[src/rtl/dual_rail_capture.sv]
// ---------------------------------------------------------------------------
// dual_rail_capture
//
// Receives N independent dual-rail channels from an asynchronous sender.
// Each channel's completion flag is synchronised into clk; when it is seen
// high and the channel's one-entry output buffer can take a word, the
// single-rail word (the rail1 value of every bit) is latched and a 4-phase
// return-to-zero acknowledge is raised. Ack drops once the synchronised
// completion flag returns to zero (spacer seen). Captured words leave on a
// per-channel valid/ready stream.
//
// Ports
//   clk        in   1        single clock
//   reset      in   1        asynchronous, active-high reset
//   rail0      in   N*BITS   0-rail per bit, channel n at [n*BITS +: BITS]
//   rail1      in   N*BITS   1-rail per bit, same packing
//   done       in   N        completion flag per channel (asynchronous)
//   ack        out  N        4-phase acknowledge to the sender, registered
//   out_data   out  N*BITS   captured word per channel (rail1 value)
//   out_valid  out  N        buffer holds an undelivered word
//   out_ready  in   N        consumer accepts when out_valid & out_ready
//   err        out  N        sticky encoding error per channel
//   state_dbg  out  N        per-channel FSM state (1 = ACKED, 0 = IDLE)
//
// Stream handshake: a word moves on every rising clk edge where
// out_valid[n] and out_ready[n] are both high; out_valid never drops without
// such a transfer, and out_ready while out_valid is low has no effect.
// ---------------------------------------------------------------------------
module dual_rail_capture #(
    parameter int N           = 2,
    parameter int BITS        = 32,
    parameter int SYNC_STAGES = 2
) (
    input  logic                clk,
    input  logic                reset,
    input  logic [N*BITS-1:0]   rail0,
    input  logic [N*BITS-1:0]   rail1,
    input  logic [N-1:0]        done,
    output logic [N-1:0]        ack,
    output logic [N*BITS-1:0]   out_data,
    output logic [N-1:0]        out_valid,
    input  logic [N-1:0]        out_ready,
    output logic [N-1:0]        err,
    output logic [N-1:0]        state_dbg
);

    typedef enum logic {
        IDLE  = 1'b0,
        ACKED = 1'b1
    } state_t;

    // Synchroniser chain: stage 0 samples the raw asynchronous flag.
    logic [N-1:0]      sync_q [SYNC_STAGES];
    logic [N-1:0]      sync_d [SYNC_STAGES];
    logic [N-1:0]      done_s;

    state_t            state_q [N];
    state_t            state_d [N];
    logic [N-1:0]      ack_q, ack_d;
    logic [N-1:0]      valid_q, valid_d;
    logic [N-1:0]      err_q, err_d;
    logic [N-1:0]      capture;
    logic [N*BITS-1:0] data_q, data_d;

    always_comb begin
        sync_d[0] = done;
        for (int i = 1; i < SYNC_STAGES; i++) begin
            sync_d[i] = sync_q[i-1];
        end
    end

    // Only the completion flag crosses domains; the rails are guaranteed
    // stable by the 4-phase protocol while done=1 and ack=0.
    assign done_s = sync_q[SYNC_STAGES-1];

    always_comb begin
        ack_d   = ack_q;
        valid_d = valid_q;
        err_d   = err_q;
        data_d  = data_q;
        capture = '0;
        for (int n = 0; n < N; n++) begin
            state_d[n] = state_q[n];
            if (state_q[n] == IDLE) begin
                // Buffer is free when empty or draining this same edge.
                // When full, stay in IDLE with ack low: that is the
                // backpressure seen by the sender.
                if (done_s[n] && (!valid_q[n] || out_ready[n])) begin
                    capture[n]  = 1'b1;
                    state_d[n]  = ACKED;
                    ack_d[n]    = 1'b1;
                end
            end else begin
                // Holding ACKED until the spacer is seen means a done held
                // high can never produce a second capture.
                if (!done_s[n]) begin
                    state_d[n] = IDLE;
                    ack_d[n]   = 1'b0;
                end
            end

            if (capture[n]) begin
                data_d[n*BITS +: BITS] = rail1[n*BITS +: BITS];
                valid_d[n]             = 1'b1;
                // A bit with equal rails is neither a valid 0 nor 1; the
                // word is still delivered but the error sticks.
                if (|(~(rail0[n*BITS +: BITS] ^ rail1[n*BITS +: BITS]))) begin
                    err_d[n] = 1'b1;
                end
            end else if (valid_q[n] && out_ready[n]) begin
                valid_d[n] = 1'b0;
            end
        end
    end

    always_ff @(posedge clk or posedge reset) begin
        if (reset) begin
            for (int i = 0; i < SYNC_STAGES; i++) begin
                sync_q[i] <= '0;
            end
            for (int n = 0; n < N; n++) begin
                state_q[n] <= IDLE;
            end
            ack_q   <= '0;
            valid_q <= '0;
            err_q   <= '0;
            data_q  <= '0;
        end else begin
            for (int i = 0; i < SYNC_STAGES; i++) begin
                sync_q[i] <= sync_d[i];
            end
            for (int n = 0; n < N; n++) begin
                state_q[n] <= state_d[n];
            end
            ack_q   <= ack_d;
            valid_q <= valid_d;
            err_q   <= err_d;
            data_q  <= data_d;
        end
    end

    always_comb begin
        state_dbg = '0;
        for (int n = 0; n < N; n++) begin
            state_dbg[n] = (state_q[n] == ACKED);
        end
    end

    assign ack       = ack_q;
    assign out_valid = valid_q;
    assign out_data  = data_q;
    assign err       = err_q;

endmodule

[config.mk]
export PLATFORM = sky130hd
export DESIGN_NAME = dual_rail_capture
export DESIGN_NICKNAME = d
export VERILOG_FILES = /design/src/rtl/dual_rail_capture.sv
export SDC_FILE = /design/constraint.sdc
export NUM_CORES = 1
export LEC_CHECK = 0
export CAP_MARGIN = 10
export CORE_UTILIZATION = 35
export DETAILED_ROUTE_END_ITERATION = 10
export GPL_TIMING_DRIVEN = 0
export MAX_ROUTING_LAYER = met4
export PLACE_DENSITY = 0.74
export SLEW_MARGIN = 20
export SYNTH_ARGS = -nofsm -noshare
export SYNTH_HDL_FRONTEND = slang
export SYNTH_SLANG_ARGS = --single-unit
[constraint.sdc]
create_clock -name clk -period 3.8 [get_ports clk]
set_clock_uncertainty 0.05 [all_clocks]
set_input_delay 0.95 -clock clk [delete_from_list [all_inputs] [get_ports clk]]
set_output_delay 0.95 -clock clk [all_outputs]
set_load 0.01 [all_outputs]
==> impl_metrics.json <==
{
  "outcome": "finished, violations left",
  "violations": "DRC",
  "setup_ws_ns": 1.42,
  "root_buffer": "clkbuf_8",
  "diodes": 0,
  "clockBufferDepth": 2,
  "tightestPinTransition_ns": 0.452,
  "power.internal_w": 0.00186,
  "dr.pass1.iters": 9,
  "r2r_cells": 4,
  "synthTopCellsByArea": "dfrtp_1, mux2_2, xnor2_1",
  "cp_num_buf_inv": 1,
  "pin_count": 206,
  "pwr-share-comb": 0.330,
  "ys_seq_area_frac": 0.546,
  "yosys.cell_count.top_type": "dfrtp_1",
  "synth_cells": 250,
  "io_buffers": 205,
  "cts-buffers-inserted": 9,
  "slew_viol_final": 0,
  "cp_slowest_cell": "clkdlybuf4s50_1",
  "synth_edf_count": 0,
  "wire_per_inst_um": 15.9,
  "die-area_um2": 10400,
  "syn2layout_area_growth_pct": 70.2,
  "fin_crit_ns": 2.38,
  "relSlewSlack": 0.696,
  "async_flop_share": 1.00,
  "power.total_w": 0.00252,
  "final_layout_size_suffix_gt1_frac": 0.189,
  "path_cells": "clkdlybuf4s50_1",
  "ctsResizeCount": 0,
  "cts.sinks": 76,
  "cp_max_fo": 5,
  "grt_max_degree": 43,
  "syn_nets": 384,
  "finalNetCount": 601,
  "synth_top_area_frac": 0.546,
  "antenna_found_initial": 0,
  "fin_crit_sh": 0.627,
  "crit_end": "state_dbg[1]",
  "hold_ws_ns": 0.300,
  "synthFlopType": "dfrtp_1",
  "postCtsSetupBuffers": 0,
  "cp.required_ns": 2.80,
  "leakagePower_nw": 2.35,
  "cp-end-kind": "output pin",
  "rows": 36,
  "wirelength_um": 9590,
  "rrSetupSlack_ns": 2.15,
  "ir_worst_vdd_mv": 0.237,
  "yosys-top-cells-count": "dfrtp_1, mux2_2, xnor2_1, xor2_1",
  "critPathKind": "reg2out",
  "hold_violations": 0,
  "die_h_um": 102,
  "coreArea_um2": 9730,
  "dp_slack_ns": 1.09,
  "cp.depth": 1,
  "drt-initial-drc-count": 71,
  "seq_power_share": 0.410,
  "cap_violations": 0,
  "switching_power_w": 0.000657,
  "cts_tree": "yes",
  "ant_nets": 0,
  "grt_pass1_wl_um": 14300,
  "clkTransAtPathRegs_ns": 0.07,
  "vias": 2776,
  "drc": 1,
  "hpwl_um": 7820,
  "max_stage_delay_ns": 0.60,
  "clk_latency_ns": 0.33,
  "gp_congestion": 0.775,
  "fmax_mhz": 420,
  "p_per_area_nw_per_um2": 424,
  "cts_max_level": 3,
  "start_util": 0.358,
  "reg2reg_from": "out_valid[1]",
  "cp_data_arrival_time_ns": 1.38,
  "drt-vias-per-instance": 4.60,
  "ys_types": 21,
  "min_path_type": "reg2reg",
  "crit_family": "buffers and inverters",
  "yosysTopAreaCell": "dfrtp_1",
  "yosysWarnings": 0,
  "synth-seq-cells": 76,
  "track_usage": 0.192,
  "rr_endpoint": "out_data[47]",
  "p_sw_frac": 0.261,
  "grt_pass1_vias": 2836,
  "start_kind": "register",
  "grt-ovfl-total": 0,
  "hold_buffers": 0,
  "avgSynthCellArea_um2": 13.9,
  "tns_ns": 0,
  "setup_viol_count_final": 0,
  "startpoint": "state_dbg[1]",
  "syn-cell-area_um2": 3480,
  "rsz0062_at_grt": "no",
  "die_x_um": 102,
  "pwr-share-clk": 0.260
}
## worst min-delay path by stage
| stage | from | to | slack [ns] | cells after the start |
|---|---|---|---|---|
| 6_report | sync_d[1] | done_s[1] | 0.30 | 0 |
| 5_1_grt | sync_d[0] | done_s[0] | 0.31 | 0 |
| 3_3_place_gp | sync_d[0] | done_s[0] | 0.28 | 0 |
| 4_1_cts | sync_d[1] | done_s[1] | 0.30 | 0 |
| 2_1_floorplan | sync_d[0] | done_s[0] | 0.28 | 0 |
| 3_5_place_dp | sync_d[1] | done_s[1] | 0.28 | 0 |
## kinds of logic after synthesis
| family | count (synthesis) | share of synthesized area |
|---|---|---|
| mux | 64 | 0.207 |
| compound gates | 6 | 0.00934 |
| buf+inv | 9 | 0.0187 |
| xor+xnor | 64 | 0.161 |
| flops | 76 | 0.546 |
| simple gates | 31 | 0.0585 |
## power by group through the flow
stage | clock network [W] | logic [W] | registers, W
after floorplan | 0 | 0.000237 | 0.00112
after global placement | 0 | 0.000826 | 0.00104
after detailed placement | 0 | 0.000840 | 0.00105
after CTS | 0.000675 | 0.000844 | 0.00103
after global routing | 0.000713 | 0.000885 | 0.00105
final | 0.000653 | 0.000831 | 0.00103
## registers in the layout, summed over array words and instances, names as in the netlist
register / cells
out_data: 64
ack: 2
done_s: 2
err: 2
out_valid: 2
state_dbg: 2
sync_d: 2
## cell type report
class / instances / area [µm²]
timing repair buffer: 206 / 2070
tap: 133 / 166
fill: 831 / 3800
multi-input combinational: 165 / 1520
clock inverter: 5 / 77.6
buffer: 6 / 53.8
clock buffer: 10 / 128
sequential: 76 / 1900
inverter: 3 / 13.8
## placed cells by master (no fill, tap or decap), types with 2 or more instances in the layout
| cell type | synthesis | routed |
|---|---|---|
| buf_6 | 3 | 3 |
| clkinv_2 | 0 | 2 |
| xnor2_1 | 32 | 32 |
| nand2b_1 | 2 | 2 |
| dfrtp_1 | 76 | 76 |
| mux2_2 | 64 | 64 |
| clkdlybuf4s50_1 | 0 | 205 |
| bufinv_16 | 0 | 2 |
| o21ai_0 | 2 | 2 |
| buf_4 | 2 | 2 |
| inv_1 | 3 | 2 |
| nand4_1 | 10 | 10 |
| xor2_1 | 32 | 32 |
| nor2_1 | 3 | 3 |
| nor4_1 | 10 | 10 |
| a21oi_1 | 3 | 3 |
| clkbuf_8 | 0 | 9 |
## metrics by stage
stage          utilization  cell area [µm²]  cells
3_3_place_gp         0.586             5700    588
2_1_floorplan            -             3480    250
4_1_cts              0.610             5930    604
5_1_grt              0.610             5930    604
3_5_place_dp         0.588             5730    589
6_report             0.610             5930    604
## per-layer routing
layer | global-route usage | wire (µm)
met1 | 0.226 | 3870
met2 | 0.329 | 5150
met3 | 0.0311 | 435
met4 | 0.0725 | 133
met5 | - | 0
Power figures use the tool's default switching activity.
